==> src/rtl/alu_instr_controller_if.sv <==
// Control bundle between the ALU instruction sequencer and the datapath.
// The master side is the sequencer. The slave side is the datapath, or a bench standing in for it.
interface alu_instr_controller_if;
    logic        run;
    logic [31:0] ir;
    logic        mem_ready;
    logic        PCout;
    logic        MARin;
    logic        incPC;
    logic        Zin;
    logic        ZLowOut;
    logic        ZHighOut;
    logic        PCin;
    logic        Read;
    logic        MDRin;
    logic        MDRout;
    logic        IRin;
    logic        Yin;
    logic        HIin;
    logic        LOin;
    logic [15:0] Rin;
    logic [15:0] Rout;
    logic [4:0]  opcode;
    logic        busy;
    logic        done;
    logic        fault;

    modport master (
        input  run, ir, mem_ready,
        output PCout, MARin, incPC, Zin, ZLowOut, ZHighOut, PCin, Read, MDRin,
               MDRout, IRin, Yin, HIin, LOin, Rin, Rout, opcode, busy, done, fault
    );

    modport slave (
        output run, ir, mem_ready,
        input  PCout, MARin, incPC, Zin, ZLowOut, ZHighOut, PCin, Read, MDRin,
               MDRout, IRin, Yin, HIin, LOin, Rin, Rout, opcode, busy, done, fault
    );
endinterface

==> src/rtl/alu_instr_controller.sv <==
// Sequencer FSM that issues fetch, operand-staging and write-back strobes
// for one register-format ALU instruction per run pulse.
module alu_instr_controller #(
    parameter int MEM_WAIT_MAX = 15
) (
    input  logic                          clk,
    input  logic                          clr,
    alu_instr_controller_if.master        bus
);

    localparam int WW = $clog2(MEM_WAIT_MAX + 1);

    typedef enum logic [2:0] {
        S_IDLE = 3'd0,
        S_T0   = 3'd1,
        S_T1   = 3'd2,
        S_T2   = 3'd3,
        S_T3   = 3'd4,
        S_T4   = 3'd5,
        S_T5   = 3'd6,
        S_T6   = 3'd7
    } state_t;

    typedef struct packed {
        logic pc_out;
        logic mar_in;
        logic inc_pc;
        logic z_in;
        logic z_low_out;
        logic z_high_out;
        logic pc_in;
        logic read;
        logic mdr_in;
        logic mdr_out;
        logic ir_in;
        logic y_in;
        logic hi_in;
        logic lo_in;
    } strobe_t;

    function automatic logic [15:0] onehot16(input logic [3:0] idx);
        return 16'h0001 << idx;
    endfunction

    function automatic logic is_muldiv(input logic [4:0] op);
        return (op == 5'b01110) || (op == 5'b01111);
    endfunction

    function automatic logic is_legal(input logic [4:0] op);
        return ((op >= 5'b00011) && (op <= 5'b01011)) || is_muldiv(op);
    endfunction

    state_t        state_q, state_d;
    strobe_t       strb_q, strb_d;
    logic [15:0]   rin_q, rin_d;
    logic [15:0]   rout_q, rout_d;
    logic          rb_stage_q, rb_stage_d;
    logic [4:0]    opcode_q, opcode_d;
    logic          busy_q, busy_d;
    logic          done_q, done_d;
    logic          fault_q, fault_d;
    logic [WW-1:0] wait_q, wait_d;
    logic          unused_ir_s;

    assign unused_ir_s = ^bus.ir[14:0];

    // Next state and next-cycle strobes. Outputs are registered, so each branch
    // produces the strobe set for the state it is about to enter.
    always_comb begin
        state_d    = state_q;
        strb_d     = '0;
        rin_d      = 16'h0000;
        rout_d     = 16'h0000;
        rb_stage_d = 1'b0;
        opcode_d   = opcode_q;
        busy_d     = 1'b1;
        done_d     = 1'b0;
        fault_d    = fault_q;
        wait_d     = wait_q;
        case (state_q)
            S_IDLE: begin
                if (bus.run) begin
                    state_d       = S_T0;
                    fault_d       = 1'b0;
                    strb_d.pc_out = 1'b1;
                    strb_d.mar_in = 1'b1;
                    strb_d.inc_pc = 1'b1;
                    strb_d.z_in   = 1'b1;
                end else begin
                    busy_d = 1'b0;
                end
            end
            S_T0: begin
                state_d          = S_T1;
                wait_d           = '0;
                strb_d.z_low_out = 1'b1;
                strb_d.pc_in     = 1'b1;
                strb_d.read      = 1'b1;
                strb_d.mdr_in    = 1'b1;
            end
            S_T1: begin
                if (bus.mem_ready) begin
                    state_d        = S_T2;
                    strb_d.mdr_out = 1'b1;
                    strb_d.ir_in   = 1'b1;
                end else if (wait_q == WW'(MEM_WAIT_MAX - 1)) begin
                    state_d = S_IDLE;
                    fault_d = 1'b1;
                    busy_d  = 1'b0;
                end else begin
                    wait_d        = wait_q + WW'(1);
                    strb_d.read   = 1'b1;
                    strb_d.mdr_in = 1'b1;
                end
            end
            S_T2: begin
                state_d     = S_T3;
                strb_d.y_in = 1'b1;
                rb_stage_d  = 1'b1;
            end
            S_T3: begin
                if (!is_legal(bus.ir[31:27])) begin
                    state_d = S_IDLE;
                    fault_d = 1'b1;
                    busy_d  = 1'b0;
                end else begin
                    state_d     = S_T4;
                    strb_d.z_in = 1'b1;
                    rout_d      = onehot16(bus.ir[18:15]);
                    opcode_d    = bus.ir[31:27];
                end
            end
            S_T4: begin
                state_d          = S_T5;
                strb_d.z_low_out = 1'b1;
                if (is_muldiv(opcode_q)) begin
                    strb_d.lo_in = 1'b1;
                end else begin
                    rin_d  = onehot16(bus.ir[26:23]);
                    done_d = 1'b1;
                end
            end
            S_T5: begin
                if (is_muldiv(opcode_q)) begin
                    state_d           = S_T6;
                    strb_d.z_high_out = 1'b1;
                    strb_d.hi_in      = 1'b1;
                    done_d            = 1'b1;
                end else begin
                    state_d = S_IDLE;
                    busy_d  = 1'b0;
                end
            end
            S_T6: begin
                state_d = S_IDLE;
                busy_d  = 1'b0;
            end
            default: begin
                state_d = S_IDLE;
                busy_d  = 1'b0;
            end
        endcase
    end

    // State, strobe and status registers; clr aborts with no write-back.
    always_ff @(posedge clk or negedge clr) begin
        if (!clr) begin
            state_q    <= S_IDLE;
            strb_q     <= '0;
            rin_q      <= 16'h0000;
            rout_q     <= 16'h0000;
            rb_stage_q <= 1'b0;
            opcode_q   <= 5'b00000;
            busy_q     <= 1'b0;
            done_q     <= 1'b0;
            fault_q    <= 1'b0;
            wait_q     <= '0;
        end else begin
            state_q    <= state_d;
            strb_q     <= strb_d;
            rin_q      <= rin_d;
            rout_q     <= rout_d;
            rb_stage_q <= rb_stage_d;
            opcode_q   <= opcode_d;
            busy_q     <= busy_d;
            done_q     <= done_d;
            fault_q    <= fault_d;
            wait_q     <= wait_d;
        end
    end

    // IR is only loaded on the T2->T3 edge, so the Rb select in T3 is decoded
    // from the live IR and gated by a registered stage flag.
    assign bus.Rout     = rout_q | (rb_stage_q ? onehot16(bus.ir[22:19]) : 16'h0000);
    assign bus.Rin      = rin_q;
    assign bus.PCout    = strb_q.pc_out;
    assign bus.MARin    = strb_q.mar_in;
    assign bus.incPC    = strb_q.inc_pc;
    assign bus.Zin      = strb_q.z_in;
    assign bus.ZLowOut  = strb_q.z_low_out;
    assign bus.ZHighOut = strb_q.z_high_out;
    assign bus.PCin     = strb_q.pc_in;
    assign bus.Read     = strb_q.read;
    assign bus.MDRin    = strb_q.mdr_in;
    assign bus.MDRout   = strb_q.mdr_out;
    assign bus.IRin     = strb_q.ir_in;
    assign bus.Yin      = strb_q.y_in;
    assign bus.HIin     = strb_q.hi_in;
    assign bus.LOin     = strb_q.lo_in;
    assign bus.opcode   = opcode_q;
    assign bus.busy     = busy_q;
    assign bus.done     = done_q;
    assign bus.fault    = fault_q;

endmodule

==> src/flat_wrapper.sv <==
// flat-port wrapper written by rule: the top's interface ports become plain ports
module alu_instr_controller_flat 
#(
    parameter int MEM_WAIT_MAX = 15
)
  (clk, clr, bus_run, bus_ir, bus_mem_ready, bus_PCout, bus_MARin, bus_incPC, bus_Zin, bus_ZLowOut, bus_ZHighOut, bus_PCin, bus_Read, bus_MDRin, bus_MDRout, bus_IRin, bus_Yin, bus_HIin, bus_LOin, bus_Rin, bus_Rout, bus_opcode, bus_busy, bus_done, bus_fault);
  alu_instr_controller_if bus_i ();
  input  logic clk;
  input  logic clr;
  input wire logic [$bits(bus_i.run)-1:0] bus_run;
  input wire logic [$bits(bus_i.ir)-1:0] bus_ir;
  input wire logic [$bits(bus_i.mem_ready)-1:0] bus_mem_ready;
  output wire logic [$bits(bus_i.PCout)-1:0] bus_PCout;
  output wire logic [$bits(bus_i.MARin)-1:0] bus_MARin;
  output wire logic [$bits(bus_i.incPC)-1:0] bus_incPC;
  output wire logic [$bits(bus_i.Zin)-1:0] bus_Zin;
  output wire logic [$bits(bus_i.ZLowOut)-1:0] bus_ZLowOut;
  output wire logic [$bits(bus_i.ZHighOut)-1:0] bus_ZHighOut;
  output wire logic [$bits(bus_i.PCin)-1:0] bus_PCin;
  output wire logic [$bits(bus_i.Read)-1:0] bus_Read;
  output wire logic [$bits(bus_i.MDRin)-1:0] bus_MDRin;
  output wire logic [$bits(bus_i.MDRout)-1:0] bus_MDRout;
  output wire logic [$bits(bus_i.IRin)-1:0] bus_IRin;
  output wire logic [$bits(bus_i.Yin)-1:0] bus_Yin;
  output wire logic [$bits(bus_i.HIin)-1:0] bus_HIin;
  output wire logic [$bits(bus_i.LOin)-1:0] bus_LOin;
  output wire logic [$bits(bus_i.Rin)-1:0] bus_Rin;
  output wire logic [$bits(bus_i.Rout)-1:0] bus_Rout;
  output wire logic [$bits(bus_i.opcode)-1:0] bus_opcode;
  output wire logic [$bits(bus_i.busy)-1:0] bus_busy;
  output wire logic [$bits(bus_i.done)-1:0] bus_done;
  output wire logic [$bits(bus_i.fault)-1:0] bus_fault;
  assign bus_i.run = bus_run;
  assign bus_i.ir = bus_ir;
  assign bus_i.mem_ready = bus_mem_ready;
  assign bus_PCout = bus_i.PCout;
  assign bus_MARin = bus_i.MARin;
  assign bus_incPC = bus_i.incPC;
  assign bus_Zin = bus_i.Zin;
  assign bus_ZLowOut = bus_i.ZLowOut;
  assign bus_ZHighOut = bus_i.ZHighOut;
  assign bus_PCin = bus_i.PCin;
  assign bus_Read = bus_i.Read;
  assign bus_MDRin = bus_i.MDRin;
  assign bus_MDRout = bus_i.MDRout;
  assign bus_IRin = bus_i.IRin;
  assign bus_Yin = bus_i.Yin;
  assign bus_HIin = bus_i.HIin;
  assign bus_LOin = bus_i.LOin;
  assign bus_Rin = bus_i.Rin;
  assign bus_Rout = bus_i.Rout;
  assign bus_opcode = bus_i.opcode;
  assign bus_busy = bus_i.busy;
  assign bus_done = bus_i.done;
  assign bus_fault = bus_i.fault;
  alu_instr_controller #(.MEM_WAIT_MAX(MEM_WAIT_MAX)) u_core (.clk(clk), .clr(clr), .bus(bus_i));
endmodule
==> config.mk <==
export PLATFORM = sky130hd
export DESIGN_NAME = alu_instr_controller_flat
export DESIGN_NICKNAME = d
export VERILOG_FILES = /design/src/rtl/alu_instr_controller_if.sv /design/src/rtl/alu_instr_controller.sv /design/src/flat_wrapper.sv
export SDC_FILE = /design/constraint.sdc
export NUM_CORES = 1
export LEC_CHECK = 0
export CAP_MARGIN = 20
export CORE_ASPECT_RATIO = 1.25
export CORE_MARGIN = 4
export CORE_UTILIZATION = 35
export DETAILED_ROUTE_END_ITERATION = 7
export GPL_TIMING_DRIVEN = 0
export PLACE_DENSITY = 0.66
export SETUP_SLACK_MARGIN = 0.4
export SLEW_MARGIN = 20
export SYNTH_ARGS = -nofsm -noshare
export SYNTH_HDL_FRONTEND = slang
export SYNTH_SLANG_ARGS = --single-unit
==> constraint.sdc <==
create_clock -name clk -period 1.9 [get_ports clk]
set_clock_uncertainty 0.2 [all_clocks]
set_input_delay 0.57 -clock clk [delete_from_list [all_inputs] [get_ports clk]]
set_output_delay 0.57 -clock clk [all_outputs]
set_load 0.01 [all_outputs]
# --- Word level (Yosys, flattened, before mapping) ---
# Cells that the tools add are included.
totals:
  register_bits: 60
  inputBits: 36
  out_inout_bits: 54
  wordCells: 98
op_classes:
  add_sub_neg: 1
  order_cmp: 2
  eq_ne: 18
  shift: 3
  muxes: 40
  n_bitwise: 1
  reduce_logical: 12
op_table:
  columns: ["operator", "count"]
  rows:
  - ["$mux 16", 5]
  - ["$shl 1x4->16 const A", 3]
  - ["$pmux 3 s8", 1]
  - ["$eq 5x4->1 const B", 4]
  - ["$mux 3", 6]
  - ["$or 16x16->16", 1]
  - ["$mux 1", 15]
  - ["$eq 3x3->1 const B", 4]
  - ["$mux 4", 3]
  - ["$mux 2", 4]
  - ["$ne 2x2->1 const B", 4]
  - ["$pmux 4 s2", 1]
  - ["$eq 3x2->1 const B", 2]
  - ["$ge 5x2->1 const B", 1]
  - ["$le 5x4->1 const B", 1]
  - ["$pmux 1 s5", 1]
  - ["$reduce_and 5->1", 1]
  - ["$add 4x1->4 const B", 1]
  - ["$eq 4x4->1 const B", 1]
  - ["$pmux 1 s2", 2]
  - ["$pmux 2 s2", 1]
  - ["$reduce_and 2->1", 2]
  - ["$eq 3x1->1 const B", 1]
  - ["$logic_not 3->1", 1]
  - ["9 further kinds", 11]

# --- Logic depth before layout (Yosys ltp) ---
# Gate-level depths: netlist of run 1.
depth:
  ltp_word: 5
  depth_mapped: 5
  mapped_depth_nobuf: 5

# --- Worst setup path before layout of run 1 ---
# No wires, ideal clock.
synth_timing:
  path_kind: "input to output"
  start: "input bus_ir[21]"
  end: "output bus_Rout[13]"
  arrival_time_ns: 1.133
  required_ns: 1.130
  slack_ns: -0.003
  stages: 3
  cell_sequence: "clkbuf_1 -> nand2_1 -> o21bai_1"
synth_between:
  elab_chain_len: 3
synth_rtl:
  columns: ["item", "line", "rtl"]
  rows:
  - ["start, declared", "flat_wrapper.sv:11", "input wire logic [$bits(bus_i.ir)-1:0] bus_ir;"]
  - ["$shl 1x4->16", "alu_instr_controller.sv:42", "return 16'h0001 << idx;"]
  - ["$mux 16", "alu_instr_controller.sv:194", "assign bus.Rout = rout_q | (rb_stage_q ? onehot16(bus.ir[22:19]) : 16'h0000);"]
  - ["$or 16x16->16", "alu_instr_controller.sv:194", null]
  - ["end, declared", "flat_wrapper.sv:28", "output wire logic [$bits(bus_i.Rout)-1:0] bus_Rout;"]
# Every way passes these cells.

==> run metrics, run 1 <==
run status finished, violations left; violated checks negative setup slack; full die area 0.00823 sq mm; cell row count 33; initial antenna violation count 0; PD cells 997 mW/mm^2; # diodes 0; initial core utilization 0.362; syn_nets 246; IO Port Bufs 71; cts bufs inserted 5; Cell Count, Final, Fillers Out 410; DRT antenna net count 0; Die H 100 um; CTS H-tree depth 2; proportion of layout cells with a drive suffix above 1 0.610; Nets 360; # setup viols final 16; most frequent cell after synthesis dfrtp_1; drt pass-1 iters 4; TNS Setup -3960 ps; via count 2045; drt wl/cell 16.4 um; worst-margin pin slew 688 ps; LEAKAGE 2.01 nW; final hold violations 0; WP data required 1130 ps; DP HPWL 4200 um; Max stage delay on crit path 410 ps; Hold Crit Class primary input to asynchronous set/reset pin; Worst slew margin 0.541; Ports 90; dpl cells 366; Yosys cell types 49; crit path DAT 1480 ps; Max IR drop VDD 0.909 mV; Post-synth top cells dfrtp_1, nor2_1, nand2_1; crit end category primary output; CTS tree done; worst reg2reg startpoint u_core.bus.opcode[2]$_DFFE_PN0P_; drt via density 4.99; share of flip-flops with an asynchronous set or reset 1.00; fin worst setup slack -353 ps; Residual DRC 0; vias in the first global route 2121; Final Critical Period 2250 ps; Mapped Area 0.00239 sq mm; CTS Sinks 56; CP Cell Sequence buf_6 -> nand3b_1 -> buf_4 -> o31ai_4 -> buf_2; syn avg cell area 11.5 sq um; FF-to-FF setup slack 150 ps; Placer Congestion 0.799; Synth Register Bits 56; leading area contributor after synthesis dfrtp_1; GR Util All Layers 0.166; Slew Viols, Final 0; Root Buffer clkbuf_8; fmax 444 MHz; Clock transition at path regs 100 ps; Max Cap Viol 0; Worst R2R Path Depth 4; 1st-iter DRT viols 63; Layout fillers 508; total of warnings raised by yosys 0; WL final 6710 um; Die Span X 82.0 um; core area 0.00661 sq mm; largest cells by area after synthesis dfrtp_1, nor2_1, o21bai_1; CP Launch Type register; largest net degree at the start of global routing 57; register area share after synthesis 0.585; clk_lat worst skew 310 ps; top cell type's share of synthesized area 0.585; EDFF count, synth 0; Cell Area, Placed 0.00342 sq mm; final instance area 0.00414 sq mm; total grt overflow 0; period utilisation layout 1.19; Syn Inst Count 208; Worst path slowest cell dfrtp_2; crit-path max FO 4; RSZ-0062 raised after global routing yes; R2R Path End u_core.bus.Rin[0]$_DFF_PN0_; ys flop type dfrtp_1; final core utilization 0.627; first-pass GRT wire length 10500 um; area grow syn2layout 73.1%; worst setup path class register to primary output; clock tree buffer depth 2
## critical path: cells and delay by family, from the launching register on
kind / cells / cell delay (ps)
flops: 1 / 410
simple gates: 1 / 130
buf+inv: 3 / 450
compound gates: 1 / 190
## routing by layer
metal / wire length [um] / vias up / share of wire / global-route usage
met3: 376 / 4 / 0.056 / 0.0304
met1: 2550 / 1016 / 0.38 / 0.199
met4: 63 / 0 / 0.0094 / 0.0448
met5: 0 / - / 0 / 0
met2: 3720 / 58 / 0.55 / 0.299
li1: - / 967 / - / -
## repair_timing
item                                    CTS  global route
pin swaps                                26            15
cloned                                    3             0
endpoints found under the setup margin  102           105
buffers inserted                         26             7
gates resized for setup                 323            50
endpoints found under the hold margin     0             0
hold buffers                              0             0
## sequential cells by signal, indices dropped and copies added (netlist names)
| name | flops |
|---|---|
| u_core.bus.Zin | 1 |
| u_core.bus.MDRin | 1 |
| u_core.bus.ZLowOut | 1 |
| u_core.bus.LOin | 1 |
| u_core.state_q | 3 |
| u_core.bus.ZHighOut | 1 |
| u_core.bus.busy | 1 |
| u_core.bus.IRin | 1 |
| u_core.rout_q | 16 |
| u_core.bus.opcode | 5 |
| u_core.bus.incPC | 1 |
| u_core.bus.done | 1 |
| u_core.bus.fault | 1 |
| u_core.wait_q | 4 |
| u_core.bus.Yin | 1 |
| u_core.bus.Rin | 16 |
| u_core.bus.PCin | 1 |
## worst max path at each step
stage | start | endpoint | cells after the start
4_1_cts | u_core.bus.Yin$_DFF_PN0_ | bus_Rout[8] | 5
5_1_grt | u_core.bus.Yin$_DFF_PN0_ | bus_Rout[1] | 5
6_report | u_core.bus.Yin$_DFF_PN0_ | bus_Rout[2] | 5
3_3_place_gp | clr | u_core.rout_q[1]$_DFF_PN0_ | 1
3_5_place_dp | bus_ir[20] | bus_Rout[1] | 4
2_1_floorplan | bus_ir[20] | bus_Rout[1] | 2
## metrics by stage
stage / power, mW / setup slack (ps) / hold WS, ps
floorplan: 2.15 / 48.1 / 74.4
global placement: 2.67 / -1630 / 286
detailed placement: 2.68 / -1060 / 291
CTS: 3.91 / -349 / 124
global route: 4.35 / -418 / 147
finish: 4.13 / -353 / 94.8
## report_power, final
| group | switching, mW | internal [mW] |
|---|---|---|
| logic | 0.745 | 0.939 |
| clock network | 0.393 | 0.531 |
| registers | 0.154 | 1.37 |
| total | 1.29 | 2.84 |
## final cells by class
type / count / area, sq um / area share
Clock buffer: 5 / 68.8 / 0.0166
Buffer: 14 / 165 / 0.0399
Tap cell: 87 / 109 / 0.0263
Timing Repair Buffer: 106 / 877 / 0.212
Multi-Input combinational cell: 129 / 1400 / 0.338
Clock inverter: 3 / 68.8 / 0.0166
Inverter: 10 / 45.0 / 0.0109
Sequential cell: 56 / 1410 / 0.340
## kinds of logic after synthesis
family	Yosys count	synth area share
simple gates	92	0.231
fa+ha+maj	2	0.0105
compound gates	28	0.0967
flops	56	0.585
buf+inv	24	0.0491
mux	6	0.0272
## layout by cell type, fill, tap and decap left out, types with 4 or more instances in the layout
cell / n
mux2_4: 4
dfrtp_2: 5
buf_6: 48
o21bai_4: 7
nand2_1: 12
inv_1: 7
buf_4: 19
nor4_4: 6
buf_2: 39
clkdlybuf4s50_1: 6
nor4b_4: 6
nand3_1: 5
nor3_2: 6
clkbuf_8: 5
nor2_1: 15
dfrtp_1: 51
(Power assumes the default switching activity.)
==> inputs of run 2 (changes only) <==
HOLD_SLACK_MARGIN = 0.06   (was default)
==> results of run 2 <==
No change in the layout: final DEF, timing and power equal those of run 1.
==> inputs of run 3 (changes only) <==
CORE_MARGIN = 3   (was 4)
CTS_CLUSTER_SIZE = 16   (was default)
==> run 3 against run 2 <==
The flow still finishes with violations (negative setup slack). Global-route usage increased by 0.44 points. Utilization grew 1.1 points. Critical path depth stayed put. Sequential power about the same. Die area decreased by 4.4%. Cell count increased by 1.5%. Sequential cell count did not move. Power is 1.3% higher. Fmax up 2.3%. Non-clock buffer count rose by 6.
==> run metrics, run 3 (same netlist as run 1, synthesis figures left out) <==
GR Util All Layers 0.170; final hold violations 0; CTS H-tree depth 2; dpl ws -1050 ps; clock tree buffer depth 2; cell row count 33; CTS tree done; RSZ-0062 raised after global routing yes; highest-count cells in the layout ignoring fill and taps dfrtp_1, buf_6, buf_2; first-pass GRT wire length 10500 um; WL final 6650 um; drt pass-1 iters 4; PD cells 992 mW/mm^2; WP data required 1130 ps; fmax 454 MHz; crit path DAT 1430 ps; worst reg2reg startpoint u_core.bus.opcode[2]$_DFFE_PN0P_; 1st-iter DRT viols 79; Die Span X 80.0 um; Worst slew margin 0.533; initial antenna violation count 0; largest net degree at the start of global routing 57; Worst R2R Path Depth 4; Hold Crit Class primary input to asynchronous set/reset pin; CP Cell Sequence buf_6 -> nand3b_1 -> buf_4 -> o31ai_4 -> buf_2; Root Buffer clkbuf_8; most common cell after layout, fill and taps aside dfrtp_1; cts bufs inserted 5; CTS Sinks 56; proportion of layout cells with a drive suffix above 1 0.614; via count 2042; period utilisation layout 1.16; Final Critical Period 2200 ps; CP Launch Type register; run status finished, violations left; IO Port Bufs 71; Clock transition at path regs 110 ps; Worst path slowest cell dfrtp_2; crit end category primary output; vias in the first global route 2119; violated checks negative setup slack; Residual DRC 0; initial core utilization 0.362; DRT antenna net count 0; drt wl/cell 16.0 um; Placer Congestion 0.830; # diodes 0; Nets 366; clk_lat worst skew 310 ps; DP HPWL 4080 um; area grow syn2layout 76.2%; Slew Viols, Final 0; crit-path max FO 5; worst setup path class register to primary output; Fin Hold WS 99.1 ps; drt via density 4.91; CTS Hold Buffers Added 0; R2R Path End u_core.bus.Rin[0]$_DFF_PN0_; fin worst setup slack -303 ps; FF-to-FF setup slack 200 ps; worst-margin pin slew 701 ps; core area 0.00661 sq mm; Max IR drop VDD 0.670 mV; # setup viols final 17; full die area 0.00787 sq mm; Ports 90; Max stage delay on crit path 420 ps; LEAKAGE 2.06 nW; total grt overflow 0; Max Cap Viol 0; Die H 98.5 um
-- run 3: cell types whose count changed in the layout (fill, tap and decap cells not counted), moves of 2 or more --
| cell | before | now |
|---|---|---|
| buf_2 | 39 | 37 |
| clkdlybuf4s15_2 | 0 | 2 |
| buf_4 | 19 | 24 |
| nor4_2 | 2 | 0 |
| buf_8 | 2 | 4 |
| nor4_4 | 6 | 8 |
| nand3_1 | 5 | 3 |
-- run 3: critical path: cells and delay by family (launching register included) --
kind,cells,cell delay [ps]
buf+inv,3,440
flops,1,420
compound gates,1,150
simple gates,1,120
-- run 3: layout make-up --
type	instances	area (sq um)
Buffer	14	163
Clock buffer	5	68.8
Clock inverter	3	68.8
Fill cell	501	2390
Inverter	10	45.0
Multi-Input combinational cell	129	1410
Sequential cell	56	1410
Tap cell	87	109
Timing Repair Buffer	112	952
-- run 3: metrics by stage --
step	area, sq um	utilization	cells	TNS, ps	total power, mW
floorplan	2600	-	208	0	2.15
global placement	3420	0.518	366	-116250	2.67
detailed placement	3420	0.518	366	-26390	2.68
CTS	3960	0.600	409	-2900	4.03
global route	4220	0.638	416	-3670	4.41
finish	4220	0.638	416	-2700	4.18
-- run 3: per-layer routing --
metal,GRT usage,share of wire
met1,0.208,0.40
met2,0.302,0.55
met3,0.0366,0.041
met5,0,0
met4,0.0429,0.0092
-- run 3: timing repair --
item / CTS / global route
pin swaps: 27 / 22
resized for setup: 336 / 40
buffers inserted: 31 / 7
setup endpoints to repair: 102 / 103
hold endpoints to repair: 0 / 0
gates cloned: 4 / 0
-- run 3: worst max path at each step --
stage	from	end	slack, ps	cells past startpoint
floorplan	bus_ir[20]	bus_Rout[1]	50	2
global placement	clr	u_core.bus.Zin$_DFF_PN0_	-1620	1
detailed placement	bus_ir[20]	bus_Rout[1]	-1050	4
CTS	u_core.bus.Yin$_DFF_PN0_	bus_Rout[1]	-330	5
global route	u_core.bus.Yin$_DFF_PN0_	bus_Rout[1]	-370	5
finish	u_core.bus.Yin$_DFF_PN0_	bus_Rout[1]	-300	5
-- run 3: power breakdown --
part / internal [mW] / switching (mW) / total [mW]
sequential: 1.37 / 0.140 / 1.51
combinational: 0.982 / 0.768 / 1.75
clock: 0.531 / 0.395 / 0.926
total: 2.88 / 1.30 / 4.18
